## src/rtl/sched_pkg.sv

```systemverilog
// Shared types and constants for the round-robin job scheduler.
// Imported by the scheduler top module.
package sched_pkg;

    localparam int JOB_CNT_W = 16;

    typedef enum logic [1:0] {
        IDLE,
        READ,
        ACTIVE,
        RELEASE
    } state_e;

endpackage

```

## src/rtl/rr_arbiter.sv

```systemverilog
// Combinational round-robin pick: the first set request at or above ptr, wrapping modulo N_REQ.
// Built as a double-width masked priority encoder.
module rr_arbiter #(
    parameter  int N_REQ = 4,
    localparam int IDW   = $clog2(N_REQ)
) (
    input  logic [N_REQ-1:0] req,
    input  logic [IDW-1:0]   ptr,
    output logic [N_REQ-1:0] pick,
    output logic [IDW-1:0]   pick_id,
    output logic             any
);

    localparam int SW = IDW + 1;

    logic [2*N_REQ-1:0] masked;
    logic [SW-1:0]      sel;

    always_comb begin
        // The upper copy is never masked, so requests below ptr are still found after the wrap.
        masked = {req, req} & ({(2*N_REQ){1'b1}} << ptr);
        // NOTE: give every always_comb output a default before any conditional write, so no latch is inferred.
        sel = '0;
        for (int i = 2*N_REQ-1; i >= 0; i--) begin
            if (masked[i]) begin
                sel = SW'(i);
            end
        end
        pick_id = (sel >= SW'(N_REQ)) ? IDW'(sel - SW'(N_REQ)) : IDW'(sel);
        any     = |req;
        pick    = any ? (N_REQ'(1) << pick_id) : '0;
    end

endmodule

```

## src/rtl/rr_job_scheduler.sv

```systemverilog
// Round-robin job scheduler: grants the shared read/activate datapath to one requester,
// sequences a single read strobe and an activate phase, and releases on done or timeout.
module rr_job_scheduler
    import sched_pkg::*;
#(
    parameter  int N_REQ   = 4,
    parameter  int TIMEOUT = 255,
    localparam int IDW     = $clog2(N_REQ)
) (
    input  logic                 clk,
    input  logic                 rst,
    input  logic [N_REQ-1:0]     req,
    input  logic                 done,
    output logic [N_REQ-1:0]     grant,
    output logic [IDW-1:0]       gnt_id,
    output logic                 rd,
    output logic                 act,
    output logic                 busy,
    output logic                 tmo_err,
    output logic [JOB_CNT_W-1:0] job_cnt
);

    localparam int TCW = $clog2(TIMEOUT + 1);

    state_e               state_q,   state_d;
    logic [N_REQ-1:0]     grant_q,   grant_d;
    logic [IDW-1:0]       gnt_id_q,  gnt_id_d;
    logic [IDW-1:0]       ptr_q,     ptr_d;
    logic [TCW-1:0]       tcnt_q,    tcnt_d;
    logic [JOB_CNT_W-1:0] job_cnt_q, job_cnt_d;
    logic                 tmo_err_q, tmo_err_d;
    logic                 rd_q,      rd_d;
    logic                 act_q,     act_d;
    logic                 busy_q,    busy_d;

    logic [N_REQ-1:0]     arb_pick;
    logic [IDW-1:0]       arb_pick_id;
    logic                 arb_any;

    rr_arbiter #(
        .N_REQ (N_REQ)
    ) u_arbiter (
        .req     (req),
        .ptr     (ptr_q),
        .pick    (arb_pick),
        .pick_id (arb_pick_id),
        .any     (arb_any)
    );

    always_comb begin
        state_d   = state_q;
        grant_d   = grant_q;
        gnt_id_d  = gnt_id_q;
        ptr_d     = ptr_q;
        tcnt_d    = tcnt_q;
        job_cnt_d = job_cnt_q;
        tmo_err_d = 1'b0;

        case (state_q)
            IDLE: begin
                if (arb_any) begin
                    grant_d  = arb_pick;
                    gnt_id_d = arb_pick_id;
                    state_d  = READ;
                end
            end
            READ: begin
                tcnt_d  = '0;
                state_d = ACTIVE;
            end
            ACTIVE: begin
                // done has priority over a timeout landing in the same cycle.
                if (done) begin
                    job_cnt_d = job_cnt_q + 1'b1;
                    grant_d   = '0;
                    state_d   = RELEASE;
                end else if (tcnt_q == TCW'(TIMEOUT - 1)) begin
                    tmo_err_d = 1'b1;
                    grant_d   = '0;
                    state_d   = RELEASE;
                end else begin
                    tcnt_d = tcnt_q + 1'b1;
                end
            end
            RELEASE: begin
                ptr_d   = (gnt_id_q == IDW'(N_REQ - 1)) ? '0 : gnt_id_q + 1'b1;
                state_d = IDLE;
            end
            default: begin
                state_d = IDLE;
            end
        endcase

        // Strobe outputs are registered copies of the next-state decode, so they align with state_q.
        rd_d   = (state_d == READ);
        act_d  = (state_d == ACTIVE);
        busy_d = (state_d != IDLE);
    end

    always_ff @(posedge clk or posedge rst) begin
        if (rst) begin
            state_q   <= IDLE;
            grant_q   <= '0;
            gnt_id_q  <= '0;
            ptr_q     <= '0;
            tcnt_q    <= '0;
            job_cnt_q <= '0;
            tmo_err_q <= 1'b0;
            rd_q      <= 1'b0;
            act_q     <= 1'b0;
            busy_q    <= 1'b0;
        end else begin
            // NOTE: non-blocking assignments so every flop samples pre-edge values.
            state_q   <= state_d;
            grant_q   <= grant_d;
            gnt_id_q  <= gnt_id_d;
            ptr_q     <= ptr_d;
            tcnt_q    <= tcnt_d;
            job_cnt_q <= job_cnt_d;
            tmo_err_q <= tmo_err_d;
            rd_q      <= rd_d;
            act_q     <= act_d;
            busy_q    <= busy_d;
        end
    end

    assign grant   = grant_q;
    assign gnt_id  = gnt_id_q;
    assign rd      = rd_q;
    assign act     = act_q;
    assign busy    = busy_q;
    assign tmo_err = tmo_err_q;
    assign job_cnt = job_cnt_q;

endmodule

```

## config.mk

```make
export PLATFORM = sky130hd
export DESIGN_NAME = rr_job_scheduler
export DESIGN_NICKNAME = d
export VERILOG_FILES = /design/src/rtl/sched_pkg.sv /design/src/rtl/rr_arbiter.sv /design/src/rtl/rr_job_scheduler.sv
export SDC_FILE = /design/constraint.sdc
export NUM_CORES = 1
export LEC_CHECK = 0
export ABC_AREA = 1
export ABC_CLOCK_PERIOD_IN_PS = 1800
export CAP_MARGIN = 20
export CELL_PAD_IN_SITES_DETAIL_PLACEMENT = 0
export CELL_PAD_IN_SITES_GLOBAL_PLACEMENT = 1
export CORE_MARGIN = 8
export CORE_UTILIZATION = 39
export DETAILED_ROUTE_END_ITERATION = 6
export PLACE_DENSITY = 0.88
export REMOVE_ABC_BUFFERS = 1
export SYNTH_ARGS = -nofsm -noshare
export SYNTH_HDL_FRONTEND = slang
export SYNTH_HIERARCHICAL = 1
export SYNTH_SLANG_ARGS = --single-unit
```

## constraint.sdc

```tcl
create_clock -name clk -period 1.8 [get_ports clk]
set_input_delay 0.36 -clock clk [delete_from_list [all_inputs] [get_ports clk]]
set_output_delay 0.36 -clock clk [all_outputs]
set_load 0.02 [all_outputs]
```

==> impl_metrics.py, run 1 <==
metrics = {
    "finish": {
        "fin_cells": 353,
        "synthToLayoutAreaGrowth_pct": 26.2,
        "layout-drive-gt1-share_pct": 13.1,
        "insertedDiodeCount": 0,
        "final_core_util_pct": 50.3,
        "postLayoutCellArea_sq_mm": 0.00254,
        "fin_nets": 299,
    },
    "cts": {
        "clockBufferDepth": 2,
        "hold_buffers": 0,
        "clock_latency_ns": 0.28,
        "cts_root_buf": "clkbuf_8",
        "clkTransAtPathRegs_ns": 0.07,
        "cts_tree": "yes",
        "cts-buffers-inserted": 5,
        "cts_sinks": 38,
        "cts_max_level": 2,
    },
    "detailed_routing": {
        "viasPerCell": 4.48,
        "final_antenna_net_count": 0,
        "drc_errors": 0,
        "wl_per_cell_um": 11.5,
        "num_vias": 1582,
        "drt_iter0_drc": 54,
        "routed_wl_mm": 4.05,
        "firstDrtPassIters": 4,
    },
    "sta": {
        "min_period_ns": 1.73,
        "layout_setup_ws_ns": 0.0732,
        "hold_slack_ns": 0.477,
        "fin_crit_sh_pct": 95.9,
        "slew-limit-headroom_pct": 68.4,
        "fin_skew_ns": 0.00381,
        "finalSetupViolations": 0,
        "maxSlewViolCount": 0,
        "worst_slew_pin_slew_ns": 0.474,
        "final_hold_viol_count": 0,
        "max_freq_mhz": 579,
        "rsz0062_at_grt": "no",
    },
    "synth": {
        "synthTopCellsByArea": "dfrtp_1 (47%), nand2_1 (13%), nor2_1 (5.2%)",
        "synthArstFlopShare_pct": 100,
        "syn-cell-area_sq_mm": 0.00201,
        "synthFlopType": "dfrtp_1",
        "synth_top_area_share_pct": 47.3,
        "synth_edf_count": 0,
        "syn_area_per_cell_sq_um": 8.38,
        "synth_top_cell_by_area": "dfrtp_1",
        "yosys_warnings": 6,
        "synth.distinct_cells": 25,
        "ys_seq_elements": 38,
        "synth_cells": 240,
        "yosysMostFrequentCell": "nand2_1",
        "synth_common_cells": "nand2_1 (69), dfrtp_1 (38), nor2_1 (28)",
        "ys_seq_area_share_pct": 47.3,
    },
    "die": {
        "dieWidth_um": 87.8,
        "core-area_sq_mm": 0.00504,
        "die_h_um": 87.8,
        "initial_core_util_pct": 39.9,
        "ios": 33,
        "dieArea_sq_mm": 0.00771,
        "rows": 26,
    },
    "setup_path": {
        "path_delay_family": "buffers and inverters",
        "cpMaxStageDelayCell": "clkdlybuf4s50_1",
        "worstPathCellList": "clkdlybuf4s50_1",
        "cp_max_fo": 5,
        "worstPathArrival_ns": 1.37,
        "slowest_delay_ns": 0.64,
        "cp-end-kind": "output port",
        "cp_num_buf_inv": 1,
        "crit_required_ns": 1.44,
        "critPathKind": "reg -> out",
        "cp-start-kind": "flip-flop",
    },
    "global_route": {
        "met1_usage_pct": 13.7,
        "grt_usage_pct": 11.7,
        "gr-total-overflow": 0,
        "antenna_found_initial": 0,
        "met2_usage_pct": 19.1,
        "grt_max_degree": 39,
        "grt_pass1_wl_mm": 7.14,
        "grt_util_met3_pct": 3.56,
        "grt_pass1_vias": 1629,
        "busiest_layer": "met2",
    },
    "placed_design": {
        "placed_cell_area_sq_mm": 0.00245,
        "pre_cts_ws_ns": -0.00365,
        "numPlacedInstances": 347,
        "place.gp.congestion": 0.780,
        "port_buffers": 32,
        "dpl.hpwl_mm": 3.13,
    },
    "power_and_ir_drop": {
        "p_per_area_mw_per_mm2": 1270,
        "peakVddDrop_mv": 0.778,
        "p_leak_nw": 1.21,
    },
    "min_path": {
        "hold_path.class": "reg -> reg",
    },
    "outcome": {
        "status": "complete, no violations",
    },
    "flow_run": {
        "drv_cap": 0,
    },
}
-- registers in the layout, indices dropped and copies added (netlist names) --
| signal | flops |
|---|---|
| state_q | 2 |
| gnt_id | 2 |
| job_cnt | 16 |
| tcnt_q | 8 |
| busy | 1 |
| act | 1 |
| grant | 4 |
| ptr_q | 2 |
| tmo_err | 1 |
| rd | 1 |
-- power by group --
| part | switching [mW] | internal, mW | total, mW |
|---|---|---|---|
| Clock | 0.283 | 0.295 | 0.578 |
| Sequential | 0.173 | 1.06 | 1.24 |
| Combinational | 0.805 | 0.600 | 1.40 |
-- metal layers --
metal	up-vias	share of wire, %	wire length [um]
li1	828	-	-
met1	724	47	1890
met2	26	46	1880
met3	4	5.1	205
met4	0	1.7	68
met5	-	0	0
-- layout by cell type (no fill, tap or decap), types with 6 or more instances in the layout --
cell type and n:
ha_1 7, nor2_1 28, nand2_2 6, buf_4 6
nand2_1 69, xor2_1 7, o21ai_0 10, inv_1 26
dfrtp_1 38, clkdlybuf4s50_1 32, clkbuf_8 6, xnor2_1 7
nand3_1 12
-- layout make-up --
class / instances / area [sq um]
clock buffers: 6 / 82.6
fillers: 502 / 2500
inverters: 30 / 118
multi-input cells: 171 / 935
flip-flops and latches: 38 / 951
well taps: 70 / 87.6
repair buffers: 38 / 365
-- worst paths after layout --
path                       slack [ns]  cells past startpoint               startpoint                      end
max                              0.07                      1  job_cnt[14]$_DFFE_PP0P_              job_cnt[14]
max in group asynchronous        0.98                      3                      rst  job_cnt[12]$_DFFE_PP0P_
max reg2reg                      0.17                      9     state_q[0]$_DFF_PP0_  job_cnt[12]$_DFFE_PP0P_
min in group asynchronous        0.49                      3                      rst        tmo_err$_DFF_PP0_
min reg2reg                      0.48                      1  job_cnt[15]$_DFFE_PP0P_  job_cnt[15]$_DFFE_PP0P_
min                              0.48                      1  job_cnt[15]$_DFFE_PP0P_  job_cnt[15]$_DFFE_PP0P_
-- cell families after synthesis --
| group | Yosys count | share of synthesized area, % |
|---|---|---|
| AOI/OAI and AO/OA | 17 | 4.60 |
| xor gates and xnor gates | 14 | 6.09 |
| DFF | 38 | 47.3 |
| adders and majority gates | 8 | 4.98 |
| and+or+nand+nor | 128 | 28.4 |
| muxes | 4 | 2.24 |
| buffers and inverters | 31 | 6.41 |
-- what timing repair did --
action	in CTS	in global routing
resized for setup	0	1
buffers inserted	0	0
endpoints found under the setup margin	0	1
-- through the flow --
step | setup TNS [ns] | power [mW]
after floorplan | 0 | 2.14
after global placement | 0 | 2.64
final | 0 | 3.22
after detailed placement | -0.00365 | 2.67
after global routing | 0 | 3.46
after CTS | 0 | 3.26
(Power assumes the default switching activity.)
==> inputs of run 2 (changes only) <==
Settings changed: TNS_END_PERCENT set to 5.
==> results of run 2 <==
No change in the layout: final DEF, timing and power equal those of run 1.
